[src/rtl/bcd_stopwatch_game_pkg.sv]
// stopwatch_game_pkg: shared definitions for the BCD stopwatch game.
//   state_t        FSM state encoding (IDLE=0, COUNTING=1, FAIL=2, SUCCESS=3)
//   GLYPH_*        active-low gfedcba patterns for the mode glyph position
//   seg7()         BCD digit to active-low gfedcba segment pattern
package stopwatch_game_pkg;

    typedef enum logic [1:0] {
        ST_IDLE     = 2'd0,
        ST_COUNTING = 2'd1,
        ST_FAIL     = 2'd2,
        ST_SUCCESS  = 2'd3
    } state_t;

    localparam logic [6:0] GLYPH_UP   = 7'b101_1100;
    localparam logic [6:0] GLYPH_DOWN = 7'b110_0011;
    localparam logic [6:0] GLYPH_F    = 7'b000_1110;
    localparam logic [6:0] GLYPH_S    = 7'b001_0010;

    function automatic logic [6:0] seg7(input logic [3:0] d);
        logic [6:0] s;
        case (d)
            4'd0:    s = 7'b100_0000;
            4'd1:    s = 7'b111_1001;
            4'd2:    s = 7'b010_0100;
            4'd3:    s = 7'b011_0000;
            4'd4:    s = 7'b001_1001;
            4'd5:    s = 7'b001_0010;
            4'd6:    s = 7'b000_0010;
            4'd7:    s = 7'b111_1000;
            4'd8:    s = 7'b000_0000;
            4'd9:    s = 7'b001_0000;
            default: s = 7'b111_1111;
        endcase
        return s;
    endfunction

endpackage

[src/rtl/bcd_stopwatch_game_if.sv]
// bcd_stopwatch_game_if: button/preset bundle feeding the stopwatch game.
//   digit_sel  preset-digit select, bit0 = units (several bits may be set)
//   inc_p, dec_p, start_p, stop_p, dir_p  single-cycle debounced pulses
//   master: button source; slave: stopwatch core
interface bcd_stopwatch_game_if #(
    parameter int NUM_DIGITS = 3
);
    logic [NUM_DIGITS-1:0] digit_sel;
    logic                  inc_p;
    logic                  dec_p;
    logic                  start_p;
    logic                  stop_p;
    logic                  dir_p;

    modport master (output digit_sel, inc_p, dec_p, start_p, stop_p, dir_p);
    modport slave  (input  digit_sel, inc_p, dec_p, start_p, stop_p, dir_p);
endinterface

[src/rtl/bcd_stopwatch_game_seg_scan.sv]
// seg_scan: multiplexed 7-segment scanner.
//   clk, rst_n   clock, synchronous active-low reset
//   digits_i     BCD digits, [0] = units
//   glyph_i      pattern for the top (mode glyph) position
//   digit_o      active-low one-hot anode enable, registered
//   display_o    active-low gfedcba segments, registered
module seg_scan
    import stopwatch_game_pkg::*;
#(
    parameter int NUM_DIGITS = 3,
    parameter int SCAN_DIV   = 10000
) (
    input  logic                       clk,
    input  logic                       rst_n,
    input  logic [NUM_DIGITS-1:0][3:0] digits_i,
    input  logic [6:0]                 glyph_i,
    output logic [NUM_DIGITS:0]        digit_o,
    output logic [6:0]                 display_o
);
    localparam int AW = NUM_DIGITS + 1;
    localparam int SW = $clog2(SCAN_DIV + 1);
    localparam int PW = $clog2(NUM_DIGITS + 2);
    localparam logic [SW-1:0] SCAN_LAST = SW'(SCAN_DIV - 1);
    localparam logic [PW-1:0] POS_LAST  = PW'(NUM_DIGITS);

    logic [SW-1:0] scan_q, scan_d;
    logic [PW-1:0] pos_q, pos_d;
    logic [3:0]    cur_digit;
    logic [6:0]    seg_d;
    logic [AW-1:0] anode_d;

    // Both output registers are loaded from the next position so the anode
    // and segment pattern always switch on the same edge.
    always_comb begin
        scan_d = scan_q + 1'b1;
        pos_d  = pos_q;
        if (scan_q == SCAN_LAST) begin
            scan_d = '0;
            pos_d  = (pos_q == POS_LAST) ? '0 : pos_q + 1'b1;
        end
        cur_digit = '0;
        for (int unsigned i = 0; i < NUM_DIGITS; i++) begin
            if (pos_d == PW'(i)) cur_digit = digits_i[i];
        end
        seg_d   = (pos_d == POS_LAST) ? glyph_i : seg7(cur_digit);
        anode_d = ~(AW'(1) << pos_d);
    end

    always_ff @(posedge clk) begin
        if (!rst_n) begin
            scan_q    <= '0;
            pos_q     <= '0;
            digit_o   <= ~AW'(1);
            display_o <= seg7(4'd0);
        end else begin
            scan_q    <= scan_d;
            pos_q     <= pos_d;
            digit_o   <= anode_d;
            display_o <= seg_d;
        end
    end
endmodule

[src/rtl/bcd_stopwatch_game.sv]
// bcd_stopwatch_game: reaction game on a BCD stopwatch. The player presets
// the digits, starts counting and tries to stop within WIN counts of the
// start value.
//   clk, rst_n  clock, synchronous active-low reset
//   btn         button bundle (bcd_stopwatch_game_if.slave)
//   DIGIT       active-low one-hot anode enable, MSB = mode glyph
//   DISPLAY     active-low segments gfedcba
//   led         status LEDs
//   state_o     current FSM state
// Optional: STOPWATCH_GAME_BLINK_EN makes the result LEDs blink
// (on/off/on/off/on, BLINK_DIV cycles each) instead of holding steady.
module bcd_stopwatch_game
    import stopwatch_game_pkg::*;
#(
    parameter int NUM_DIGITS = 3,
    parameter int TICK_DIV   = 1000000,
    parameter int WIN        = 100,
    parameter int HOLD_TICKS = 3,
    parameter int BLINK_DIV  = 50000000,
    parameter int SCAN_DIV   = 10000,
    parameter int LED_W      = 16
) (
    input  logic                clk,
    input  logic                rst_n,
    bcd_stopwatch_game_if.slave btn,
    output logic [NUM_DIGITS:0] DIGIT,
    output logic [6:0]          DISPLAY,
    output logic [LED_W-1:0]    led,
    output logic [1:0]          state_o
);
    localparam int BW = $clog2(10 ** NUM_DIGITS) + 1;
    localparam int TW = $clog2(TICK_DIV);
    localparam int HW = $clog2(HOLD_TICKS + 2);
    localparam logic [TW-1:0] TICK_LAST = TW'(TICK_DIV - 1);
    localparam logic [HW-1:0] HOLD_LAST = HW'(HOLD_TICKS);

    typedef logic [NUM_DIGITS-1:0][3:0] bcd_t;
    localparam bcd_t ALL_NINES = {NUM_DIGITS{4'd9}};

    function automatic logic [BW-1:0] to_bin(input bcd_t v);
        logic [BW-1:0] acc;
        acc = '0;
        for (int unsigned i = 0; i < NUM_DIGITS; i++)
            acc = acc * BW'(10) + BW'(v[NUM_DIGITS - 1 - i]);
        return acc;
    endfunction

    function automatic bcd_t bcd_step(input bcd_t v, input logic down);
        bcd_t r;
        logic c;
        r = v;
        c = 1'b1;
        for (int unsigned i = 0; i < NUM_DIGITS; i++) begin
            if (c) begin
                if (!down && r[i] == 4'd9)      r[i] = 4'd0;
                else if (down && r[i] == 4'd0)  r[i] = 4'd9;
                else begin
                    r[i] = down ? r[i] - 4'd1 : r[i] + 4'd1;
                    c    = 1'b0;
                end
            end
        end
        return r;
    endfunction

    state_t        state_q, state_d;
    bcd_t          digits_q, digits_d;
    logic          dir_down_q, dir_down_d;
    logic [BW-1:0] start_q, start_d;
    logic [TW-1:0] tick_q, tick_d;
    logic [HW-1:0] hold_q, hold_d;
    logic [BW-1:0] end_bin, diff;
    logic          step_due, at_limit;
    logic [6:0]    glyph;

    always_ff @(posedge clk) begin
        if (!rst_n) begin
            state_q    <= ST_IDLE;
            digits_q   <= '0;
            dir_down_q <= 1'b0;
            start_q    <= '0;
            tick_q     <= '0;
            hold_q     <= '0;
        end else begin
            state_q    <= state_d;
            digits_q   <= digits_d;
            dir_down_q <= dir_down_d;
            start_q    <= start_d;
            tick_q     <= tick_d;
            hold_q     <= hold_d;
        end
    end

    always_comb begin
        state_d    = state_q;
        digits_d   = digits_q;
        dir_down_d = dir_down_q;
        start_d    = start_q;
        tick_d     = tick_q;
        hold_d     = hold_q;
        step_due   = (tick_q == TICK_LAST);
        at_limit   = dir_down_q ? (digits_q == '0) : (digits_q == ALL_NINES);
        end_bin    = to_bin(digits_q);
        diff       = (end_bin >= start_q) ? end_bin - start_q : start_q - end_bin;
        case (state_q)
            ST_IDLE: begin
                if (btn.start_p) begin
                    state_d = ST_COUNTING;
                    start_d = end_bin;
                    tick_d  = '0;
                    hold_d  = '0;
                end else begin
                    if (btn.dir_p) dir_down_d = ~dir_down_q;
                    for (int unsigned i = 0; i < NUM_DIGITS; i++) begin
                        if (btn.digit_sel[i]) begin
                            if (btn.inc_p)
                                digits_d[i] = (digits_q[i] == 4'd9) ? 4'd0 : digits_q[i] + 4'd1;
                            else if (btn.dec_p)
                                digits_d[i] = (digits_q[i] == 4'd0) ? 4'd9 : digits_q[i] - 4'd1;
                        end
                    end
                end
            end
            ST_COUNTING: begin
                tick_d = step_due ? '0 : tick_q + 1'b1;
                // stop_p judges the value shown this cycle, so it must
                // take priority over a step falling due on the same edge.
                if (btn.stop_p) begin
                    state_d = (int'(diff) <= WIN) ? ST_SUCCESS : ST_FAIL;
                end else if (step_due) begin
                    if (at_limit) begin
                        state_d = ST_FAIL;
                    end else begin
                        digits_d = bcd_step(digits_q, dir_down_q);
                        if (hold_q != HOLD_LAST) hold_d = hold_q + 1'b1;
                    end
                end
            end
            default: begin
                if (btn.start_p) state_d = ST_IDLE;
            end
        endcase
    end

`ifdef STOPWATCH_GAME_BLINK_EN
    localparam int KW = $clog2(BLINK_DIV + 1);
    localparam logic [KW-1:0] BLINK_LAST = KW'(BLINK_DIV - 1);

    logic [KW-1:0] blink_cnt_q;
    logic [2:0]    blink_ph_q;
    logic          result_entry, in_result, blink_on;

    assign result_entry = (state_q == ST_COUNTING) &&
                          (state_d == ST_SUCCESS || state_d == ST_FAIL);
    assign in_result    = (state_q == ST_SUCCESS || state_q == ST_FAIL);
    // Phases 0,2,4 lit; phase 5 is the terminal dark phase.
    assign blink_on     = ~blink_ph_q[0];

    always_ff @(posedge clk) begin
        if (!rst_n) begin
            blink_cnt_q <= '0;
            blink_ph_q  <= '0;
        end else if (result_entry) begin
            blink_cnt_q <= '0;
            blink_ph_q  <= '0;
        end else if (in_result && blink_ph_q != 3'd5) begin
            if (blink_cnt_q == BLINK_LAST) begin
                blink_cnt_q <= '0;
                blink_ph_q  <= blink_ph_q + 3'd1;
            end else begin
                blink_cnt_q <= blink_cnt_q + 1'b1;
            end
        end
    end
`endif

    always_comb begin
        led = '1;
        case (state_q)
            ST_COUNTING: led = (hold_q == HOLD_LAST) ? '0 : '1;
`ifdef STOPWATCH_GAME_BLINK_EN
            ST_SUCCESS,
            ST_FAIL:     led = blink_on ? '1 : '0;
`else
            ST_SUCCESS:  led = '1;
            ST_FAIL:     led = '0;
`endif
            default:     led = '1;
        endcase
    end

    always_comb begin
        case (state_q)
            ST_FAIL:    glyph = GLYPH_F;
            ST_SUCCESS: glyph = GLYPH_S;
            default:    glyph = dir_down_q ? GLYPH_DOWN : GLYPH_UP;
        endcase
    end

    assign state_o = state_q;

    seg_scan #(
        .NUM_DIGITS (NUM_DIGITS),
        .SCAN_DIV   (SCAN_DIV)
    ) u_scan (
        .clk       (clk),
        .rst_n     (rst_n),
        .digits_i  (digits_q),
        .glyph_i   (glyph),
        .digit_o   (DIGIT),
        .display_o (DISPLAY)
    );
endmodule

[src/flat_wrapper.sv]
// flat-port wrapper written by rule: the top's interface ports become plain ports
module bcd_stopwatch_game_flat import stopwatch_game_pkg::*;
#(
    parameter int NUM_DIGITS = 3,
    parameter int TICK_DIV   = 1000000,
    parameter int WIN        = 100,
    parameter int HOLD_TICKS = 3,
    parameter int BLINK_DIV  = 50000000,
    parameter int SCAN_DIV   = 10000,
    parameter int LED_W      = 16
)
  (clk, rst_n, DIGIT, DISPLAY, led, state_o, btn_digit_sel, btn_inc_p, btn_dec_p, btn_start_p, btn_stop_p, btn_dir_p);
  bcd_stopwatch_game_if #(.NUM_DIGITS(NUM_DIGITS)) btn_i ();
  input  logic clk;
  input  logic rst_n;
  output logic [NUM_DIGITS:0] DIGIT;
  output logic [6:0] DISPLAY;
  output logic [LED_W-1:0] led;
  output logic [1:0] state_o;
  input wire logic [$bits(btn_i.digit_sel)-1:0] btn_digit_sel;
  input wire logic [$bits(btn_i.inc_p)-1:0] btn_inc_p;
  input wire logic [$bits(btn_i.dec_p)-1:0] btn_dec_p;
  input wire logic [$bits(btn_i.start_p)-1:0] btn_start_p;
  input wire logic [$bits(btn_i.stop_p)-1:0] btn_stop_p;
  input wire logic [$bits(btn_i.dir_p)-1:0] btn_dir_p;
  assign btn_i.digit_sel = btn_digit_sel;
  assign btn_i.inc_p = btn_inc_p;
  assign btn_i.dec_p = btn_dec_p;
  assign btn_i.start_p = btn_start_p;
  assign btn_i.stop_p = btn_stop_p;
  assign btn_i.dir_p = btn_dir_p;
  bcd_stopwatch_game #(.NUM_DIGITS(NUM_DIGITS), .TICK_DIV(TICK_DIV), .WIN(WIN), .HOLD_TICKS(HOLD_TICKS), .BLINK_DIV(BLINK_DIV), .SCAN_DIV(SCAN_DIV), .LED_W(LED_W)) u_core (.clk(clk), .rst_n(rst_n), .btn(btn_i), .DIGIT(DIGIT), .DISPLAY(DISPLAY), .led(led), .state_o(state_o));
endmodule
[config.mk]
export PLATFORM = sky130hd
export DESIGN_NAME = bcd_stopwatch_game_flat
export DESIGN_NICKNAME = d
export VERILOG_FILES = /design/src/rtl/bcd_stopwatch_game_pkg.sv /design/src/rtl/bcd_stopwatch_game_if.sv /design/src/rtl/bcd_stopwatch_game_seg_scan.sv /design/src/rtl/bcd_stopwatch_game.sv /design/src/flat_wrapper.sv
export SDC_FILE = /design/constraint.sdc
export NUM_CORES = 1
export LEC_CHECK = 0
export CAP_MARGIN = 20
export CORE_MARGIN = 2
export CORE_UTILIZATION = 59
export CTS_CLUSTER_DIAMETER = 40
export DETAILED_ROUTE_END_ITERATION = 6
export PLACE_DENSITY = 0.79
export SLEW_MARGIN = 20
export SYNTH_ARGS = -nofsm -noshare
export SYNTH_HDL_FRONTEND = slang
export SYNTH_HIERARCHICAL = 1
export SYNTH_SLANG_ARGS = --single-unit
[constraint.sdc]
create_clock -name clk -period 6.2 [get_ports clk]
set_input_delay 0.62 -clock clk [delete_from_list [all_inputs] [get_ports clk]]
set_output_delay 0.62 -clock clk [all_outputs]
set_load 0.05 [all_outputs]
==> results.txt, run 1 <==
Fin crit share = 94.3%
PD cells = 510 nW/µm²
Slew Limit Headroom = 50.3%
Vias = 5,915
Area grow syn2layout = 8.80%
Layout cells sized above 1 = 7.36%
DRC = 0
Max IR drop VDD = 0.439 mV
Final ANT Viol Nets = 0
Drt first-iter violations = 458
Most frequent cells in the layout = 73 x nand2_1, 73 x dfxtp_1, 69 x nor2_1, 62 x ha_1, 50 x inv_1
CP Cell Sequence = ha_1 > ha_1 > fa_1 > xnor2_1 > ha_1 > ha_1 > a21oi_1 > xnor2_1 > nand3_1 > xnor2_1 > inv_1 > ha_1 > a21o_1 > a2111o_1 > o21a_1 > or4_1 > nand4_1 > o2111ai_1 > a32oi_1
Mapped Avg Cell Area = 7.94 µm²
Buf+Inv Stages, Crit Path = 1
ANT cells = 0
Drt wl/cell = 16.1 µm
CTS tree = yes
Max H-tree Level = 3
Max-Cap Viols = 0
Clk root buf = clkbuf_8
Drt pass-1 iters = 6
Fmax = 171 MHz
Most used cell, CP = ha_1
Die ar. = 11,600 µm²
FP Rows = 37
Tmin final = 5.85 ns
First-pass GRT wire length = 24,800 µm
Mapped cell area = 6370 µm²
Skew final = 0.0122 ns
Clk sinks = 77
Type of destination of the critical path = flip-flop
Layout Nets = 886
Vias in the first global route = 5,340
Die Wd = 108 µm
Initial antenna violation count = 0
Synthesized instance count = 802
Yosys top cell by area = dfxtp_1
Critical path arrival = 6.14 ns
Worst min-delay path class = flip-flop to flip-flop
Fin util = 66.5%
Ys flop type = dfxtp_1
Async set or reset register ratio after synthesis = 0%
Largest net degree at the start of global routing = 58
GRT overflow = 0
Worst-path clk slew = 0.09 ns
Initial Utilization = 61.2%
GPL Wtd Cong = 0.905
Top-area cell type share of the netlist area = 24.2%
Syn nets = 878
Synth cell types = 93
I/O pin count = 39
Total Wirelength = 15,300 µm
Synth warnings = 6
CTS max path bufs = 2
Outcome = completed
Clock latency on the worst-skew pair = 0.37 ns
CP Launch Type = flip-flop
Hold-fix buffer count after cts = 0
Hold WS = 0.456 ns
Measured slew at the worst slew-check pin = 0.745 ns
CP max-delay cell = or4_1
Setup CP Type = flip-flop to flip-flop
Port Buffer Count = 38
Max incr delay on CP = 0.52 ns
Critical path's top delay family = adder cells
Detailed Place HPWL = 11,100 µm
WP data required = 6.49 ns
Register area share after synthesis = 24.2%
Core area = 10,400 µm²
Hold Violations, Final = 0
Post-synth EDFFs = 0
CTS buffer count = 9
Global Route Usage Sum = 26.4%
Die H = 108 µm
Number of synthesized register bits = 77
Slew Limit Fails = 0
P_leak = 2.96 nW
Final setup vio count = 0
Crit-path max FO = 16
Synth top area cells = dfxtp_1 24%, ha_1 12%, nand2_1 4.3%
Via/cell ratio = 6.22
==> stage by stage <==
stage | setup slack, ns | cells | instance area [µm²] | setup TNS, ns | power [mW]
after CTS | 0.252 | 951 | 6910 | 0 | 3.45
after global routing | -0.00594 | 951 | 6930 | -0.00594 | 3.83
after detailed placement | 0.275 | 935 | 6710 | 0 | 3.03
after floorplan | 0.981 | 802 | 6370 | 0 | 2.56
final | 0.352 | 951 | 6930 | 0 | 3.54
after global placement | 0.548 | 935 | 6710 | 0 | 2.95
==> per-layer routing <==
| layer | global-route usage (%) | vias up | wire length, µm |
|---|---|---|---|
| met1 | 33.9 | 2799 | 6780 |
| met2 | 43.8 | 199 | 7250 |
| li1 | - | 2885 | - |
| met3 | 4.42 | 32 | 884 |
| met5 | 0 | - | 0 |
| met4 | 10.8 | 0 | 384 |
==> path summary, 6_finish.rpt <==
kind                                         startpoint  depth (start not counted)  slack (ns)                       to
worst max-delay path                u_core/digits_q[11]                         19        0.35        u_core/state_o[0]
worst min-delay path            u_core/u_scan/scan_q[0]                          1        0.46  u_core/u_scan/scan_q[0]
worst max register to register      u_core/digits_q[11]                         19        0.35        u_core/state_o[0]
worst min register to register  u_core/u_scan/scan_q[0]                          1        0.46  u_core/u_scan/scan_q[0]
==> cells in the mapped netlist, types with 6 or more instances <==
library cell / count
buf_4: 15
a211o_1: 6
nor2b_1: 19
nor2_1: 69
and3_1: 11
mux2i_1: 12
nor3_1: 14
a21boi_0: 12
xnor2_1: 25
a21o_1: 14
clkbuf_1: 22
dfxtp_1: 77
o211a_1: 12
nand3_1: 32
nand4_1: 6
nand2_1: 73
inv_1: 50
xor2_1: 11
a21oi_1: 50
ha_1: 62
nand2b_1: 8
a31oi_1: 13
or3_1: 7
o21ai_0: 42
and2_1: 8
==> where the power goes <==
| group | internal [mW] | switching, mW |
|---|---|---|
| registers | 0.555 | 0.0993 |
| logic | 1.03 | 1.44 |
| clock network | 0.192 | 0.216 |
| total | 1.78 | 1.76 |
==> cells by family (layout without fill, tap and decap cells) <==
family                   count (synthesis)  after routing  share of synthesized area [%]
AO/OA/AOI/OAI                          219            219                           23.6
adder cells (fa/ha/maj)                 66             66                           13.4
AND/OR/NAND/NOR                        291            291                           23.9
flip-flops                              77             77                           24.2
XOR/XNOR                                36             36                           4.95
multiplexers                            17             17                           3.06
buffers and inverters                   96            109                           6.87
==> final cells by class <==
class / count / area [µm²]
multi-input combinational: 629 / 4410
fill: 860 / 3480
sequential: 77 / 1550
timing repair buffer: 42 / 410
inverter: 51 / 191
tap: 136 / 170
clock buffer: 9 / 124
clock inverter: 7 / 82.6
==> sequential cells by signal, indices dropped and copies added (netlist names), 2 cells and up <==
| name | cells |
|---|---|
| u_core/tick_q | 20 |
| u_core/hold_q | 3 |
| u_core/u_scan/scan_q | 14 |
| u_core/u_scan/pos_q | 3 |
| u_core/u_scan/display_o | 7 |
| u_core/u_scan/digit_o | 4 |
| u_core/start_q | 11 |
| u_core/digits_q | 12 |
| u_core/state_o | 2 |
==> repair_timing <==
action	CTS	global route
gates resized for setup	0	6
setup buffers	0	0
endpoints found under the setup margin	0	1
No activity file was read; power rests on OpenSTA's default activity.
==> run 2, diff against run 1 <==
- CTS_CLUSTER_DIAMETER: 40 -> default
==> results of run 2 <==
Final layout, timing and power as in run 1 (identical DEF).
